File: src/rtl/ddr_axi_pkg.sv
// Shared definitions for the two-requester DDR AXI arbiter and the DDR test logic.
package ddr_axi_pkg;

    localparam int ADDR_W_DEF = 32;
    localparam int DATA_W_DEF = 128;

    localparam logic [31:0] DDR_BASE = 32'h8f00_0000;

    typedef enum logic [1:0] {
        W_IDLE = 2'd0,
        W_ADDR = 2'd1,
        W_DATA = 2'd2
    } wr_state_t;

    typedef enum logic [1:0] {
        R_IDLE = 2'd0,
        R_ADDR = 2'd1,
        R_DATA = 2'd2
    } rd_state_t;

endpackage

File: src/rtl/ddr_axi_arb2_rr_arb2.sv
// Two-input round-robin picker: prio breaks a tie, otherwise the lone requester wins.
module rr_arb2 (
    input  logic [1:0] req,
    input  logic       prio,
    output logic       gnt_idx
);

    assign gnt_idx = (req == 2'b11) ? prio : req[1];

endmodule

File: src/rtl/ddr_axi_arb2.sv
// Shares one DDR AXI port between two requesters; write and read paths are
// arbitrated independently and a grant is held for the whole burst.
//
// state  | meaning
// -------+------------------------------------------------------------
// IDLE   | no owner; grant on the next edge if ddr_ready and a request
// ADDR   | owner's AW/AR channel passed through until its handshake
// DATA   | owner's W/R channel passed through until the last-beat handshake
module ddr_axi_arb2
    import ddr_axi_pkg::*;
#(
    parameter int ADDR_W = ADDR_W_DEF,
    parameter int DATA_W = DATA_W_DEF
) (
    input  logic                    clk,
    input  logic                    rstn,
    input  logic                    ddr_ready,

    input  logic [2*ADDR_W-1:0]     m_awaddr,
    input  logic [15:0]             m_awlen,
    input  logic [1:0]              m_awvalid,
    output logic [1:0]              m_awready,

    input  logic [2*DATA_W-1:0]     m_wdata,
    input  logic [2*DATA_W/8-1:0]   m_wstrb,
    input  logic [1:0]              m_wlast,
    input  logic [1:0]              m_wvalid,
    output logic [1:0]              m_wready,

    input  logic [2*ADDR_W-1:0]     m_araddr,
    input  logic [15:0]             m_arlen,
    input  logic [1:0]              m_arvalid,
    output logic [1:0]              m_arready,

    output logic [DATA_W-1:0]       m_rdata,
    output logic                    m_rlast,
    output logic [1:0]              m_rvalid,
    input  logic [1:0]              m_rready,

    output logic [ADDR_W-1:0]       s_awaddr,
    output logic [7:0]              s_awlen,
    output logic                    s_awvalid,
    input  logic                    s_awready,

    output logic [DATA_W-1:0]       s_wdata,
    output logic [DATA_W/8-1:0]     s_wstrb,
    output logic                    s_wlast,
    output logic                    s_wvalid,
    input  logic                    s_wready,

    output logic [ADDR_W-1:0]       s_araddr,
    output logic [7:0]              s_arlen,
    output logic                    s_arvalid,
    input  logic                    s_arready,

    input  logic [DATA_W-1:0]       s_rdata,
    input  logic                    s_rlast,
    input  logic                    s_rvalid,
    output logic                    s_rready
);

    localparam int STRB_W = DATA_W / 8;

    wr_state_t wstate;
    rd_state_t rstate;
    logic      wgnt, wprio, wsel;
    logic      rgnt, rprio, rsel;
    logic      aw_pass, w_pass, ar_pass, r_pass;

    rr_arb2 u_wr_arb (.req(m_awvalid), .prio(wprio), .gnt_idx(wsel));
    rr_arb2 u_rd_arb (.req(m_arvalid), .prio(rprio), .gnt_idx(rsel));

    always_ff @(posedge clk or negedge rstn) begin
        if (!rstn) begin
            wstate <= W_IDLE;
            wgnt   <= 1'b0;
            wprio  <= 1'b0;
        end else begin
            case (wstate)
                W_IDLE: if (ddr_ready && |m_awvalid) begin
                    wgnt   <= wsel;
                    wstate <= W_ADDR;
                end
                W_ADDR: if (s_awvalid && s_awready) wstate <= W_DATA;
                W_DATA: if (s_wvalid && s_wready && s_wlast) begin
                    wstate <= W_IDLE;
                    wprio  <= ~wgnt;
                end
                default: wstate <= W_IDLE;
            endcase
        end
    end

    always_ff @(posedge clk or negedge rstn) begin
        if (!rstn) begin
            rstate <= R_IDLE;
            rgnt   <= 1'b0;
            rprio  <= 1'b0;
        end else begin
            case (rstate)
                R_IDLE: if (ddr_ready && |m_arvalid) begin
                    rgnt   <= rsel;
                    rstate <= R_ADDR;
                end
                R_ADDR: if (s_arvalid && s_arready) rstate <= R_DATA;
                R_DATA: if (s_rvalid && s_rready && s_rlast) begin
                    rstate <= R_IDLE;
                    rprio  <= ~rgnt;
                end
                default: rstate <= R_IDLE;
            endcase
        end
    end

    // Data/address muxes follow the registered grant even when idle, so a
    // reset port shows requester 0; only valid/ready are gated by state.
    assign s_awaddr  = wgnt ? m_awaddr[2*ADDR_W-1:ADDR_W] : m_awaddr[ADDR_W-1:0];
    assign s_awlen   = wgnt ? m_awlen[15:8] : m_awlen[7:0];
    assign s_awvalid = (wstate == W_ADDR) && m_awvalid[wgnt];
    assign aw_pass   = (wstate == W_ADDR) && s_awready;
    assign m_awready = {aw_pass & wgnt, aw_pass & ~wgnt};

    assign s_wdata   = wgnt ? m_wdata[2*DATA_W-1:DATA_W] : m_wdata[DATA_W-1:0];
    assign s_wstrb   = wgnt ? m_wstrb[2*STRB_W-1:STRB_W] : m_wstrb[STRB_W-1:0];
    assign s_wlast   = m_wlast[wgnt];
    assign s_wvalid  = (wstate == W_DATA) && m_wvalid[wgnt];
    assign w_pass    = (wstate == W_DATA) && s_wready;
    assign m_wready  = {w_pass & wgnt, w_pass & ~wgnt};

    assign s_araddr  = rgnt ? m_araddr[2*ADDR_W-1:ADDR_W] : m_araddr[ADDR_W-1:0];
    assign s_arlen   = rgnt ? m_arlen[15:8] : m_arlen[7:0];
    assign s_arvalid = (rstate == R_ADDR) && m_arvalid[rgnt];
    assign ar_pass   = (rstate == R_ADDR) && s_arready;
    assign m_arready = {ar_pass & rgnt, ar_pass & ~rgnt};

    assign m_rdata   = s_rdata;
    assign m_rlast   = s_rlast;
    assign r_pass    = (rstate == R_DATA) && s_rvalid;
    assign m_rvalid  = {r_pass & rgnt, r_pass & ~rgnt};
    assign s_rready  = (rstate == R_DATA) && m_rready[rgnt];

endmodule

File: config.mk
export PLATFORM = sky130hd
export DESIGN_NAME = ddr_axi_arb2
export DESIGN_NICKNAME = d
export VERILOG_FILES = /design/src/rtl/ddr_axi_pkg.sv /design/src/rtl/ddr_axi_arb2_rr_arb2.sv /design/src/rtl/ddr_axi_arb2.sv
export SDC_FILE = /design/constraint.sdc
export NUM_CORES = 1
export LEC_CHECK = 0
export BUFFER_PORTS_ARGS = -buffer_cell sky130_fd_sc_hd__buf_2
export CELL_PAD_IN_SITES_DETAIL_PLACEMENT = 1
export CELL_PAD_IN_SITES_GLOBAL_PLACEMENT = 2
export CORE_AREA = 2 2 372 374
export CTS_BUF_LIST = sky130_fd_sc_hd__clkbuf_4
export CTS_CLUSTER_DIAMETER = 100
export DETAILED_ROUTE_END_ITERATION = 10
export DIE_AREA = 0 0 374 376
export PLACE_DENSITY = 0.4
export SETUP_SLACK_MARGIN = 0.4
export SYNTH_ARGS = -nofsm -noshare
export SYNTH_HDL_FRONTEND = slang
export SYNTH_SLANG_ARGS = --single-unit
File: constraint.sdc
create_clock -name clk -period 1.5 [get_ports clk]
set_input_delay 0.225 -clock clk [delete_from_list [all_inputs] [get_ports clk]]
set_output_delay 0.225 -clock clk [all_outputs]
set_load 0.02 [all_outputs]
==> run_results.csv, run 1 <==
group,metric,value,unit
critical_path,worstPathRequired,1.27,ns
global_routing,grt.total_usage,8.486,%
cts,h-tree-depth,1,
timing,finalSetupViolCount,241,
critical_path,critPathArrivalTime,1.81,ns
pwr,clock_power_share,1.1,%
die,initial_core_util,3.048,%
pwr,switching_share,50.54,%
die,ios,960,
routing,post_drt_wl_per_cell,22.56,microns
timing,timing.hold.ws,0.2384,ns
cts,root_buffer,"clkbuf_4",
timing,skew,0.0005058,ns
global_routing,grt_pass1_vias,6803,
global_routing,gr-total-overflow,0,
timing,rsz0062_at_grt,"true",
routing,drtPass1Iterations,4,
cts,clockBufferDepth,2,
timing,hold_violations,0,
synthesis,syn_avg_cell_area,9.575,sq um
critical_path,cp_max_fo,9,
finish,fin_nets,1648,
synthesis,yosysSeqAreaShare,4.806,%
cts,clk-insertion-delay-late,0.25,ns
critical_path,startpoint_type,"register",
cts,cts_tree,"yes",
die,core.rowCount,136,
routing,drt_wl_total,64.43,mm
timing,final.setup.worst_slack,-0.5399,ns
synthesis,ys_types,18,
pwr,irDropWorstVdd,0.5051,mV
finish,final_cell_mix,"buf_2, mux2_4, buf_6",
critical_path,rrSetupSlack,-0.37,ns
worst_hold_path,holdPathStages,2,
synthesis,ys_ff_latch,8,
routing,initialDrtViolationCount,150,
die,fp.dieArea,140600,sq um
finish,regArea,207.7,sq um
die,die_x,374,microns
finish,finalInstanceArea,11700,sq um
routing,drc,0,
worst_hold_path,hp-class,"input port to register",
synthesis,syn_area,4165,sq um
placement,routabilityCongestion,0.7728,
pwr,p_sw,9.536,mW
routing,num_vias,6205,
pwr,p_leak,5.511,nW
timing,tightest_slew,0.3512,ns
routing,routed_via_density,2.173,
timing,relSlewSlack,76.52,%
placement,hpwl,58.56,mm
pwr,pwr-share-seq,2.5,%
global_routing,grt_max_degree,20,
critical_path,path_class,"register to primary output",
run_status,violations,"setup timing",
finish,synthToLayoutAreaGrowth,180.8,%
flow_run,cap_violations,0,
pwr,p_int,9.332,mW
timing,fin_crit,2.040,ns
pwr,power_frac_comb,96.4,%
synthesis,yosys_warnings,0,
placement,place_area,10190,sq um
timing,fmax,490.2,MHz
cts,numClockSinks,8,
finish,multiInputGateArea,3672,sq um
cts,cts.clk_slew.worst_paths,0.07,ns
synthesis,synth_nets,1029,
die,design.core.area,136600,sq um
finish,n_fill_cell,16300,
critical_path,crit_path_end_kind,"primary output",
global_routing,antenna_found_initial,32,
run_status,status,"finished with violations",
critical_path,reg2regPathDepth,6,
cts,cts_buffers,3,
routing,ant_nets,0,
finish,layout_commonest_cell,"buf_2",
placement,port_buffers,703,
timing,post-route-period-util,136.0,%
pwr,cellPowerDensity,1613,nW/um^2
die,die_y,376,microns
pwr,p_total,18.87,mW
timing,drv_slew,0,
synthesis,syn_inst,435,
finish,drive_above_1_share,97.82,%
global_routing,grt_pass1_wl,76.81,mm
state kept, by name (all words and copies together), names as in the netlist:
| signal | cells |
|---|---|
| rstate | 2 |
| wstate | 2 |
| rgnt | 1 |
| rprio | 1 |
| wgnt | 1 |
| wprio | 1 |
repair_timing:
action	CTS	global route
hold buffers	1	0
gates cloned	4	2
setup buffers	5	9
pin swaps	1	4
endpoints found under the setup margin	244	245
endpoints found under the hold margin	8	0
resized for setup	164	196
final cells by class:
cell class                      count  share of cell area (%)
Antenna cell                        9                  0.1926
Clock buffer                        4                  0.2568
Inverter                            4                  0.2354
Multi-Input combinational cell    268                   31.40
Sequential cell                     8                   1.776
Tap cell                         1794                   19.19
Timing Repair Buffer              769                   46.95
path summary, 6_finish.rpt:
kind,startpoint,end
worst max-delay path,wgnt,s_wdata[76]
worst min-delay path,m_arvalid[0],rgnt
worst max register to register,wgnt,wprio
worst min register to register,rstate[1],rstate[0]
max in group asynchronous,rstn,wgnt
min in group asynchronous,rstn,wstate[0]
synth_stat cells:
cell | number | share of area, %
or2_2 | 2 | 0.30
nand2_1 | 3 | 0.27
dfrtp_1 | 8 | 4.8
buf_4 | 143 | 26
nand3b_1 | 2 | 0.36
a21oi_1 | 4 | 0.48
buf_2 | 12 | 1.4
nand2b_1 | 2 | 0.30
nor3b_1 | 5 | 0.90
nor3_1 | 4 | 0.48
inv_1 | 4 | 0.36
o21ai_0 | 4 | 0.48
mux2_2 | 227 | 61
nor4b_4 | 1 | 0.57
o22ai_1 | 2 | 0.30
nor2_1 | 6 | 0.54
mux2i_1 | 4 | 0.96
a31oi_1 | 2 | 0.30
through the flow:
stage | setup TNS [ns] | setup WS [ns] | utilization (%) | instances
2_1_floorplan | 0 | 0.1316 | - | 435
3_5_place_dp | -33.69 | -0.3648 | 7.460 | 2822
5_1_grt | -105.35 | -0.5788 | 8.553 | 2853
4_1_cts | -97.43 | -0.5510 | 8.027 | 2836
6_report | -89.14 | -0.5399 | 8.559 | 2856
3_3_place_gp | -32.72 | -0.3603 | 7.460 | 2822
cell families after synthesis:
group	share of synthesized area, %
simple gates	3.725
compound gates	1.562
mux	62.33
buf+inv	27.58
flops	4.806
power groups by stage:
stage	Combinational (mW)	Clock, mW	Sequential (mW)
6_report	18.2	0.209	0.476
5_1_grt	19.2	0.227	0.501
4_1_cts	17.4	0.225	0.460
3_5_place_dp	15.3	0	0.453
3_3_place_gp	15.4	0	0.449
2_1_floorplan	9.23	0	0.400
routing by layer:
metal | part of all wire [%] | global-route usage, % | vias up | routed length, microns
met4 | 0.92 | 0.8861 | 26 | 595
met5 | 0.23 | 0 | - | 146
met2 | 52 | 15.80 | 629 | 33250
met1 | 37 | 9.187 | 2809 | 23850
li1 | - | - | 2677 | -
met3 | 10 | 3.459 | 64 | 6592
worst max-delay path, stage by stage (launching register included):
cell and delay (ns):
dfrtp_4 0.53, buf_12 0.18, buf_12 0.17, buf_12 0.12, mux2_4 0.35, buf_6 0.15
Note: power is estimated with default switching activity, not from simulation.
==> inputs of run 2 (changes only) <==
Settings changed: CTS_CLUSTER_SIZE set to 25.
Clock period 1.5 ns to 2.1 ns, I/O delays scaled along.
==> run 2 against run 1 <==
The run still ends with setup timing left; first-iteration DRC count up 53%; utilization down 1.1 points; sequential power down 34%; critical path type unchanged; critical endpoint is now s_wdata[94]; highest routed layer unchanged.
==> run_results.csv, run 2 (same netlist as run 1, synthesis figures left out) <==
group,metric,value,unit
run_status,status,"finished with violations",
run_status,violations,"setup timing",
critical_path,worstPathRequired,1.78,ns
cts,clockBufferDepth,2,
global_routing,gr-total-overflow,0,
die,die_y,376,microns
cts,h-tree-depth,1,
flow_run,cap_violations,0,
finish,multiInputGateArea,2952,sq um
routing,post_drt_wl_per_cell,23.21,microns
pwr,switching_share,53.46,%
finish,layout_commonest_cell,"buf_2",
timing,post-route-period-util,101.4,%
routing,routed_via_density,2.220,
routing,drt_wl_total,65.61,mm
pwr,p_total,11.14,mW
routing,ant_nets,0,
finish,n_fill_cell,16410,
critical_path,path_class,"register to primary output",
worst_hold_path,holdPathStages,2,
finish,reg.largest.list,"rstate x2, wstate x2",
pwr,clock_power_share,1.5,%
critical_path,critPathArrivalTime,1.81,ns
cts,clk-insertion-delay-late,0.32,ns
timing,tightest_slew,0.3994,ns
die,initial_core_util,3.048,%
cts,root_buffer,"clkbuf_4",
finish,fin_nets,1617,
global_routing,antenna_found_initial,61,
timing,final.setup.worst_slack,-0.02925,ns
pwr,cellPowerDensity,1093,nW/um^2
finish,finalNonFillerCells,2827,
timing,fmax,469.6,MHz
finish,drive_above_1_share,95.59,%
routing,num_vias,6276,
cts,cts_buffers,3,
die,design.core.area,136600,sq um
critical_path,reg2regPathDepth,5,
routing,drtPass1Iterations,4,
finish,postLayoutCoreUtil,7.462,%
die,ios,960,
pwr,p_int,5.185,mW
timing,tns,-0.3149,ns
global_routing,grt_pass1_vias,6624,
worst_hold_path,worstHoldStart,"m_arvalid[0]",
die,fp.dieArea,140600,sq um
finish,finalInstanceArea,10200,sq um
timing,drv_slew,0,
timing,rsz0062_at_grt,"true",
pwr,p_sw,5.956,mW
cts,numClockSinks,8,
pwr,power_frac_comb,95.7,%
placement,pre_cts_ws,0.2507,ns
critical_path,rrSetupSlack,0.24,ns
timing,skew,0.0006176,ns
critical_path,startpoint_type,"register",
global_routing,grt_pass1_wl,77.24,mm
critical_path,crit_path_start,"wgnt",
placement,routabilityCongestion,0.7947,
timing,hold_violations,0,
finish,synthToLayoutAreaGrowth,144.8,%
placement,hpwl,60.73,mm
timing,fin_crit,2.129,ns
routing,initialDrtViolationCount,229,
placement,port_buffers,703,
critical_path,r2r-end,"wprio",
die,die_x,374,microns
timing,relSlewSlack,73.25,%
timing,timing.hold.ws,0.2350,ns
global_routing,grt_max_degree,33,
worst_hold_path,hold_end,"rgnt",
routing,drc,0,
cts,cts_tree,"yes",
pwr,irDropWorstVdd,0.4334,mV
critical_path,cp_max_fo,10,
worst_hold_path,hp-class,"input port to register",
global_routing,grt.total_usage,8.658,%
placement,place_inst,2791,
finish,final_cell_mix,"buf_2, mux2_2, buf_6",
die,core.rowCount,136,
critical_path,crit_path_end_kind,"primary output",
critical_path,r2r_start,"wgnt",
placement,place_area,8980,sq um
timing,finalSetupViolCount,19,
finish,regArea,205.2,sq um
pwr,p_leak,4.528,nW
pwr,pwr-share-seq,2.8,%
cts,cts.clk_slew.worst_paths,0.10,ns
run 2: cell count changes in the layout (fill, tap and decap cells not counted), moves of 3 or more:
cell | previous run | this run
mux2_2 | 50 | 196
buf_12 | 29 | 9
diode_2 | 9 | 12
mux2i_4 | 4 | 0
nor2_4 | 5 | 0
nor3_4 | 4 | 0
mux2i_1 | 0 | 3
buf_2 | 559 | 598
nor3b_1 | 0 | 4
buf_6 | 128 | 78
nor2_1 | 0 | 6
mux2_4 | 177 | 31
run 2: worst max-delay path: stages (launching register included):
cell	delay, ns
dfrtp_4	0.43
buf_12	0.17
buf_16	0.19
clkbuf_16	0.19
mux2_2	0.34
buf_2	0.16
run 2: power by group through the flow:
| stage | combinational (mW) | clock [mW] | sequential (mW) |
|---|---|---|---|
| after global routing | 11.2 | 0.201 | 0.323 |
| after global placement | 8.80 | 0 | 0.385 |
| after floorplan | 5.31 | 0 | 0.268 |
| after detailed placement | 8.76 | 0 | 0.382 |
| after CTS | 9.89 | 0.191 | 0.347 |
| final | 10.7 | 0.171 | 0.312 |
run 2: what timing repair did:
item,CTS,global route
endpoints found under the hold margin,8,0
setup buffers,3,9
setup endpoints to repair,236,238
hold buffers,1,0
resized for setup,138,115
gates cloned,3,5
run 2: metal layers:
metal | routed length, microns | up-vias | share of wire (%) | track usage (%)
met2 | 29050 | 659 | 44 | 13.85
met4 | 1535 | 44 | 2.3 | 0.9930
met1 | 26170 | 2862 | 40 | 9.941
met5 | 315 | - | 0.48 | 0
li1 | - | 2601 | - | -
met3 | 8548 | 110 | 13 | 5.504
run 2: layout make-up:
| class | count | area share (%) |
|---|---|---|
| Multi-Input combinational cell | 268 | 28.95 |
| Clock buffer | 3 | 0.2209 |
| Tap cell | 1794 | 22.02 |
| Inverter | 4 | 0.1473 |
| Timing Repair Buffer | 738 | 46.36 |
| Sequential cell | 8 | 2.013 |
| Antenna cell | 12 | 0.2945 |
run 2: worst max path at each step:
stage / to / slack (ns) / cells after the start
4_1_cts: s_awaddr[7] / -0.08 / 4
3_5_place_dp: s_wdata[60] / 0.25 / 4
2_1_floorplan: m_wready[1] / 0.41 / 5
5_1_grt: s_awvalid / -0.11 / 6
6_report: s_wdata[94] / -0.03 / 5
3_3_place_gp: s_wdata[91] / 0.27 / 4
==> inputs of run 3 (changes only) <==
--- a/constraint.sdc
+++ b/constraint.sdc
@@ -3,2 +3,2 @@
 set_output_delay 0.315 -clock clk [all_outputs]
-set_load 0.02 [all_outputs]
+set_load 0.1 [all_outputs]
==> run 3 against run 2 <==
The run still ends with setup timing left; first-iteration DRC count is 27% lower; highest routed layer unchanged; cell count is 1.5% higher; global-route usage grew 2.2 points; maximum frequency fell by 1.3%; power increased by 150%; critical endpoint is now s_wdata[125]; sequential share of layout area shrank 0.60 points; combinational power grew to 2.5 times the previous value; final area rose by 43%.
==> run_results.csv, run 3 (same netlist as run 1, synthesis figures left out) <==
group,metric,value,unit
die,die_y,376,microns
global_routing,grt_max_degree,17,
routing,post_drt_wl_per_cell,28.07,microns
finish,layout_commonest_cell,"buf_2",
routing,drtPass1Iterations,4,
critical_path,crit_chain,"buf_16, buf_12, mux2_4, buf_12",
cts,numClockSinks,8,
cts,clockBufferDepth,2,
global_routing,busiest_layer,"met2",
critical_path,worstPathRequired,1.78,ns
global_routing,gr-total-overflow,0,
global_routing,grt_pass1_vias,7119,
cts,h-tree-depth,1,
placement,port_buffers,703,
run_status,violations,"setup timing",
timing,skew,0.00009467,ns
global_routing,grt_util_met3,4.144,%
timing,fin_crit,2.157,ns
pwr,irDropWorstVdd,0.6764,mV
pwr,p_leak,6.623,nW
cts,cts.clk_slew.worst_paths,0.06,ns
global_routing,use_met1,12.99,%
die,design.core.area,136600,sq um
routing,ant_nets,0,
timing,rsz0062_at_grt,"true",
worst_hold_path,hp-class,"input port to register",
routing,drt_wl_total,80.52,mm
die,core.rowCount,136,
critical_path,critPathArrivalTime,1.84,ns
global_routing,grt_pass1_wl,95.99,mm
flow_run,cap_violations,0,
cts,root_buffer,"clkbuf_4",
timing,post-route-period-util,102.7,%
critical_path,crit_path_end_kind,"primary output",
timing,final.setup.worst_slack,-0.05684,ns
finish,final_cell_mix,"buf_2, buf_12, mux2_4",
timing,hold_violations,0,
die,ios,960,
finish,finalInstanceArea,14570,sq um
critical_path,crit_slowest_cell,"dfrtp_4",
routing,drc,0,
routing,initialDrtViolationCount,168,
global_routing,antenna_found_initial,51,
pwr,cellPowerDensity,1896,nW/um^2
critical_path,crit_family,"buffers and inverters",
critical_path,crit_buf_inv,3,
finish,postLayoutCoreUtil,10.66,%
finish,synthToLayoutAreaGrowth,249.8,%
die,die_x,374,microns
critical_path,critical_path.max_stage_delay,0.51,ns
timing,finalSetupViolCount,26,
routing,routed_via_density,2.269,
finish,fin_nets,1663,
die,initial_core_util,3.048,%
timing,drv_slew,0,
run_status,status,"finished with violations",
critical_path,crit_path_frequent_cell,"buf_12",
global_routing,grt.total_usage,10.86,%
timing,fmax,463.6,MHz
placement,place_area,12650,sq um
global_routing,met2_usage,18.96,%
critical_path,cp_max_fo,17,
cts,cts_buffers,3,
routing,num_vias,6511,
finish,drive_above_1_share,97.09,%
placement,hpwl,71.87,mm
critical_path,path_class,"register to primary output",
critical_path,startpoint_type,"register",
timing,tightest_slew,0.5078,ns
cts,cts_tree,"yes",
cts,clk-insertion-delay-late,0.25,ns
placement,routabilityCongestion,0.8676,
finish,reg.largest.list,"rstate x2, wstate x2",
die,fp.dieArea,140600,sq um
timing,relSlewSlack,66.38,%
## run 3: area by class of cell
type | count | area (sq um)
Clock buffer | 3 | 22.52
Inverter | 4 | 27.53
Antenna cell | 8 | 20.02
Multi-Input combinational cell | 268 | 3671
Fill cell | 15990 | 122100
Timing Repair Buffer | 784 | 8379
Tap cell | 1794 | 2245
Sequential cell | 8 | 205.2
## run 3: final timing paths
check / cells past startpoint / slack (ns) / to / from
min in group asynchronous: 2 / 0.46 / rprio / rstn
worst max-delay path: 4 / -0.06 / s_wdata[125] / wgnt
max in group asynchronous: 2 / 1.43 / wgnt / rstn
worst max register to register: 8 / 0.03 / wprio / wgnt
worst min-delay path: 2 / 0.27 / rgnt / m_arvalid[0]
worst min register to register: 1 / 0.52 / wprio / wprio
## run 3: per-layer routing
metal	routed length, microns	up-vias
li1	-	2693
met1	32530	3025
met2	39000	665
met3	7533	96
met4	1245	32
met5	218	-
## run 3: repair_timing
item / 4_1_cts / 5_1_grt
buffers inserted: 39 / 4
endpoints found under the setup margin: 239 / 239
pin swaps: 8 / 2
gates cloned: 14 / 3
endpoints found under the hold margin: 8 / 0
hold buffers: 1 / 0
resized for setup: 235 / 41
## run 3: power breakdown
part	total [mW]	switching [mW]	internal, mW
logic	27.1	16.7	10.4
registers	0.355	0.121	0.234
clock network	0.123	0.0572	0.0658
total	27.6	16.9	10.7
## run 3: stage by stage
step / TNS [ns] / worst slack (ns) / power (mW) / instances / hold WS (ns)
after CTS: -1.047 / -0.04377 / 27.73 / 2854 / 0.2626
final: -0.6403 / -0.05684 / 27.63 / 2869 / 0.2726
after floorplan: 0 / 0.1155 / 15.85 / 435 / 0.01941
after global placement: 0 / 0.08578 / 24.07 / 2797 / 0.1836
after detailed placement: 0 / 0.06865 / 24.04 / 2797 / 0.1868
after global routing: -4.153 / -0.07538 / 28.40 / 2865 / 0.2897
